<file path="config.mk">
export PLATFORM = sky130hd
export DESIGN_NAME = pwm_regs_mc
export DESIGN_NICKNAME = d
export VERILOG_FILES = /design/src/rtl/pwm_regs_mc.sv
export SDC_FILE = /design/constraint.sdc
export NUM_CORES = 1
export LEC_CHECK = 0
export CORE_MARGIN = 5
export CORE_UTILIZATION = 54
export DETAILED_ROUTE_END_ITERATION = 16
export GPL_TIMING_DRIVEN = 1
export PLACE_DENSITY = 0.86
export SLEW_MARGIN = 20
export SYNTH_ARGS = -nofsm -noshare
export SYNTH_HDL_FRONTEND = slang
export SYNTH_SLANG_ARGS = --single-unit
</file>
<file path="constraint.sdc">
create_clock -name clk -period 3.2 [get_ports clk]
set_input_delay 0.64 -clock clk [delete_from_list [all_inputs] [get_ports clk]]
set_output_delay 0.64 -clock clk [all_outputs]
set_load 0.02 [all_outputs]
</file>
<file path="src/rtl/pwm_regs_mc.sv">
// PWM register block: byte-wide bus into period/prescale/compare registers and per-channel controls.
// Define PWM_REGS_SHADOW_EN to double-buffer PERIOD/PRESCALE/COMPARE1/COMPARE2 until update_evt.
module pwm_regs_mc #(
    parameter int NCH = 4,
    parameter int CW  = 16
) (
    input  logic                clk,
    input  logic                rst_n,
    input  logic                read,
    input  logic                write,
    input  logic [7:0]          addr,
    input  logic                high_byte,
    input  logic [7:0]          data_write,
    output logic [7:0]          data_read,
    input  logic [CW-1:0]       counter_val,
    input  logic                update_evt,
    output logic [CW-1:0]       period,
    output logic                en,
    output logic                count_reset,
    output logic                upnotdown,
    output logic [7:0]          prescale,
    output logic [NCH-1:0]      pwm_en,
    output logic [8*NCH-1:0]    functions,
    output logic [CW*NCH-1:0]   compare1,
    output logic [CW*NCH-1:0]   compare2,
    output logic                upd_pending
);

    function automatic logic [CW-1:0] put_byte(input logic [CW-1:0] cur, input logic hb,
                                               input logic [7:0] d);
        logic [15:0] w;
        w = 16'(cur);
        if (hb) w[15:8] = d;
        else    w[7:0]  = d;
        return CW'(w);
    endfunction

    function automatic logic [7:0] get_byte(input logic [CW-1:0] cur, input logic hb);
        logic [15:0] w;
        w = 16'(cur);
        return hb ? w[15:8] : w[7:0];
    endfunction

    logic [CW-1:0] period_a, period_b, period_n;
    logic [7:0]    prescale_a, prescale_b, prescale_n;
    logic [CW-1:0] cmp1_a [NCH];
    logic [CW-1:0] cmp1_b [NCH];
    logic [CW-1:0] cmp1_n [NCH];
    logic [CW-1:0] cmp2_a [NCH];
    logic [CW-1:0] cmp2_b [NCH];
    logic [CW-1:0] cmp2_n [NCH];
    logic [7:0]    func_r [NCH];
    logic [1:0]    cr_cnt;
    logic [CW-9:0] snap;
    logic [7:0]    ch_off;
    logic          ch_valid;
    logic          cr_wr;

    assign ch_off      = addr - 8'h10;
    assign ch_valid    = (addr >= 8'h10) && (int'(ch_off[7:2]) < NCH);
    assign cr_wr       = write && (addr == 8'h07) && data_write[0];
    assign count_reset = |cr_cnt;

    // Next value of every buffered register, with this cycle's write folded in.
    always_comb begin
        period_n   = period_b;
        prescale_n = prescale_b;
        if (write && addr == 8'h00) period_n = put_byte(period_b, high_byte, data_write);
        if (write && addr == 8'h0A) prescale_n = data_write;
        for (int unsigned c = 0; c < NCH; c++) begin
            cmp1_n[c] = cmp1_b[c];
            cmp2_n[c] = cmp2_b[c];
            if (write && ch_valid && ch_off[4:2] == 3'(c)) begin
                if (ch_off[1:0] == 2'd0) cmp1_n[c] = put_byte(cmp1_b[c], high_byte, data_write);
                if (ch_off[1:0] == 2'd1) cmp2_n[c] = put_byte(cmp2_b[c], high_byte, data_write);
            end
        end
    end

`ifdef PWM_REGS_SHADOW_EN
    logic [CW-1:0] period_p;
    logic [7:0]    prescale_p;
    logic [CW-1:0] cmp1_p [NCH];
    logic [CW-1:0] cmp2_p [NCH];
    logic          shadow_wr;
    logic          commit;

    assign shadow_wr = write && ((addr == 8'h00) || (addr == 8'h0A) || (ch_valid && !ch_off[1]));
    assign commit    = update_evt || cr_wr;

    always_comb begin
        period_b   = period_p;
        prescale_b = prescale_p;
        for (int unsigned c = 0; c < NCH; c++) begin
            cmp1_b[c] = cmp1_p[c];
            cmp2_b[c] = cmp2_p[c];
        end
    end

    always_ff @(posedge clk or negedge rst_n) begin
        if (!rst_n) begin
            period_p    <= '0;
            period_a    <= '0;
            prescale_p  <= '0;
            prescale_a  <= '0;
            upd_pending <= 1'b0;
            for (int unsigned c = 0; c < NCH; c++) begin
                cmp1_p[c] <= '0;
                cmp1_a[c] <= '0;
                cmp2_p[c] <= '0;
                cmp2_a[c] <= '0;
            end
        end else begin
            period_p   <= period_n;
            prescale_p <= prescale_n;
            for (int unsigned c = 0; c < NCH; c++) begin
                cmp1_p[c] <= cmp1_n[c];
                cmp2_p[c] <= cmp2_n[c];
            end
            if (commit) begin
                period_a    <= period_n;
                prescale_a  <= prescale_n;
                upd_pending <= 1'b0;
                for (int unsigned c = 0; c < NCH; c++) begin
                    cmp1_a[c] <= cmp1_n[c];
                    cmp2_a[c] <= cmp2_n[c];
                end
            end else if (shadow_wr) begin
                upd_pending <= 1'b1;
            end
        end
    end
`else
    logic evt_unused;
    assign evt_unused  = update_evt;
    assign upd_pending = 1'b0;

    always_comb begin
        period_b   = period_a;
        prescale_b = prescale_a;
        for (int unsigned c = 0; c < NCH; c++) begin
            cmp1_b[c] = cmp1_a[c];
            cmp2_b[c] = cmp2_a[c];
        end
    end

    always_ff @(posedge clk or negedge rst_n) begin
        if (!rst_n) begin
            period_a   <= '0;
            prescale_a <= '0;
            for (int unsigned c = 0; c < NCH; c++) begin
                cmp1_a[c] <= '0;
                cmp2_a[c] <= '0;
            end
        end else begin
            period_a   <= period_n;
            prescale_a <= prescale_n;
            for (int unsigned c = 0; c < NCH; c++) begin
                cmp1_a[c] <= cmp1_n[c];
                cmp2_a[c] <= cmp2_n[c];
            end
        end
    end
`endif

    always_ff @(posedge clk or negedge rst_n) begin
        if (!rst_n) begin
            en        <= 1'b0;
            upnotdown <= 1'b1;
            cr_cnt    <= '0;
            snap      <= '0;
            pwm_en    <= '0;
            for (int unsigned c = 0; c < NCH; c++) func_r[c] <= '0;
        end else begin
            if (write && addr == 8'h02) en <= data_write[0];
            if (write && addr == 8'h0B) upnotdown <= data_write[0];
            if (cr_wr)               cr_cnt <= 2'd2;
            else if (cr_cnt != 2'd0) cr_cnt <= cr_cnt - 2'd1;
            if (read && addr == 8'h08 && !high_byte) snap <= counter_val[CW-1:8];
            for (int unsigned c = 0; c < NCH; c++) begin
                if (write && ch_valid && ch_off[4:2] == 3'(c)) begin
                    if (ch_off[1:0] == 2'd2) pwm_en[c] <= data_write[0];
                    if (ch_off[1:0] == 2'd3) func_r[c] <= data_write;
                end
            end
        end
    end

    always_comb begin
        data_read = '0;
        case (addr)
            8'h00:   data_read = get_byte(period_b, high_byte);
            8'h02:   data_read = {7'b0, en};
            8'h08:   data_read = high_byte ? 8'(snap) : counter_val[7:0];
            8'h0A:   data_read = prescale_b;
            8'h0B:   data_read = {7'b0, upnotdown};
            8'h0E:   data_read = {7'b0, upd_pending};
            default: data_read = '0;
        endcase
        for (int unsigned c = 0; c < NCH; c++) begin
            if (ch_valid && ch_off[4:2] == 3'(c)) begin
                case (ch_off[1:0])
                    2'd0:    data_read = get_byte(cmp1_b[c], high_byte);
                    2'd1:    data_read = get_byte(cmp2_b[c], high_byte);
                    2'd2:    data_read = {7'b0, pwm_en[c]};
                    default: data_read = func_r[c];
                endcase
            end
        end
    end

    always_comb begin
        period    = period_a;
        prescale  = prescale_a;
        functions = '0;
        compare1  = '0;
        compare2  = '0;
        for (int unsigned c = 0; c < NCH; c++) begin
            functions[8*c +: 8] = func_r[c];
            compare1[CW*c +: CW] = cmp1_a[c];
            compare2[CW*c +: CW] = cmp2_a[c];
        end
    end

endmodule

</file>
==> qor.yml <==
path_cells: "dlygate4sd2_1 -> buf_6 -> nor4_2 -> buf_4 -> nand2_2 -> buf_6 -> buf_4 -> o22ai_4 -> a211o_1 -> a31o_4 -> buf_6"
crit_type: "input pin to output port"
wl_per_cell_um: 26.1
regToRegSetupSlack_ns: 2.05
placeableCoreArea_um2: 17400
grt_overflow_total: 0
r2r_cells: 5
place_hpwl_mm: 24.2
vias_per_cell: 6.04
endpoint_kind: "output port"
cap_violations: 0
crit_fanout: 5
relSlewSlack: 0.620
postPlaceCellArea_um2: 12800
timing.final.crit_share: 0.989
async_reset_ff_frac: 1.00
finalWirelength_mm: 33.3
cts_hold_buf: 0
path_common_cell: "buf_6"
floorplan.rows: 48
finalSetupViolations: 0
cts_tree: "built"
synth_nets: 769
grt_usage: 0.326
die_x_um: 143
die_y_um: 143
synthesis.area_um2: 9620
postSynthAreaPerCell_um2: 13.2
cts_sinks: 200
power_density_nw_per_um2: 424
dr.pass1.iters: 5
detail_route.drc_violations: 0
numCtsBuffers: 17
initial_core_util: 0.552
synth_edf_count: 0
cpLargestDelayFamily: "buffers and inverters"
io_pins: 238
final_util: 0.780
die_area_um2: 20600
netlist_top_cells_area: "dfrtp_1 52%, mux2_2 24%, mux2i_1 4.3%"
antenna_cells: 0
r2r_end: "cr_cnt[1]$_DFFE_PN0P_"
period_minus_slack_ns: 3.17
rsz0062_at_grt: "yes"
cp.arrival_ns: 2.53
cp_num_buf_inv: 6
finalHoldViolCount: 0
fin_nets: 1078
synth_ff_type: "dfrtp_1"
cts_root_buf: "clkbuf_16"
clk_latency_ns: 0.43
hold_class: "input pin to asynchronous set/reset pin"
clk_path_buf_depth: 2
first_iter_violations: 659
outcome: "finished clean"
startpoint_type: "input pin"
ys_ff_latch: 200
vias: 7715
synth_top_cell_area_share: 0.518
critPathMaxStageDelay_ns: 0.28
yosysMostFrequentCell: "mux2_2"
clkTransAtPathRegs_ns: 0.07
ys_warn_count: 0
tns_ns: 0
port_buffers: 235
fin_skew_ns: 0.0000322
fmax_mhz: 316
cp_slowest_cell: "dlygate4sd2_1"
grt_first_pass_wirelength_mm: 49.9
ys_top_cells_by_count: "202 x mux2_2, 199 x dfrtp_1, 41 x mux2i_1, 39 x nand2_1, 29 x clkbuf_1"
ys_seq_area_frac: 0.520
final_cell_area_um2: 13600
yosysTopAreaCell: "dfrtp_1"
drive_above_1_share: 0.386
place_congestion: 1.00
synth_cell_types: 59
drtAntennaViolNets: 0
grt_pass1_vias: 8002
reg2reg_from: "cr_cnt[0]$_DFFE_PN0P_"
tightestPinTransition_ns: 0.569
htree_levels: 4
antenna_found_initial: 0
syn_inst: 730
ir_drop_mv: 0.346
grt_max_degree: 72
required_ns: 2.56
leakage_uw: 0.00642
drv_slew: 0
area_growth_pct: 41.3
worst max path at each step:
stage / endpoint / slack (ns) / cells past startpoint / start
after detailed placement: data_read[6] / -0.68 / 10 / addr[7]
after global routing: data_read[4] / -0.005 / 11 / addr[6]
after CTS: data_read[6] / 0.005 / 9 / addr[3]
after floorplan: data_read[1] / 0.16 / 5 / addr[7]
after global placement: data_read[1] / -0.69 / 9 / addr[7]
final: data_read[4] / 0.03 / 11 / addr[6]
state kept, by name (all words and copies together) (netlist names):
name       flops
prescale       8
compare1      64
snap           8
cr_cnt         2
pwm_en         4
compare2      64
functions     32
en             1
upnotdown      1
period        16
layout make-up:
| cell class | instances | area (µm²) |
|---|---|---|
| sequential | 200 | 5010 |
| multi-input combinational | 478 | 4540 |
| fill | 1117 | 3820 |
| timing repair buffer | 336 | 3140 |
| clock buffer | 21 | 470 |
| tap | 225 | 282 |
| clock inverter | 11 | 131 |
| inverter | 6 | 22.5 |
cell families (layout without fill, tap and decap cells):
logic type      count (synthesis)  in the layout  synth area share
buf+inv                        52            374            0.0254
other cells                     1              1          0.000390
mux                           262            262             0.313
simple gates                  106            106            0.0597
fa+ha+maj                       1              1           0.00130
flops                         200            200             0.520
compound gates                107            107            0.0791
xor+xnor                        1              1          0.000910
placed cells by master (no fill, tap or decap), drive strengths merged, types with 6 or more instances in the layout:
cell type	Yosys	final
a21oi	14	14
o21ai	16	16
nor2b	11	11
buf	17	112
mux2i	41	41
dfrtp	199	199
o22ai	11	11
mux4	10	10
nor3	6	6
nand2	53	53
a22oi	9	9
mux2	211	211
clkbuf	29	22
inv	5	10
nor2	17	17
clkdlybuf4s50	0	217
o211ai	8	8
a211oi	9	9
per-stage QoR:
stage	power, µW	instances	setup WS [ns]	hold WS, ns
after floorplan	3120	730	0.157	0.344
after global placement	3570	1244	-0.693	0.481
after detailed placement	3590	1244	-0.685	0.500
after CTS	5760	1277	0.00545	0.191
after global routing	5930	1277	-0.00479	0.192
final	5760	1277	0.0349	0.167
power by group:
group	internal (µW)	total [µW]	leakage, µW	switching (µW)
clock network	1170	2200	0.000293	1030
logic	396	866	0.00337	470
registers	2620	2700	0.00276	80.3
per-layer routing:
layer | global-route usage | part of all wire | vias to the layer above
met5 | 0 | 0 | -
met4 | 0.0738 | 0.017 | 0
met3 | 0.0809 | 0.086 | 41
met2 | 0.554 | 0.50 | 375
met1 | 0.425 | 0.40 | 3971
li1 | - | - | 3328
timing repair:
| action | in CTS | in global routing |
|---|---|---|
| endpoints found under the setup margin | 8 | 8 |
| pin swaps | 9 | 6 |
| gates resized for setup | 64 | 17 |
| setup buffers | 1 | 0 |
(Power assumes the default switching activity.)
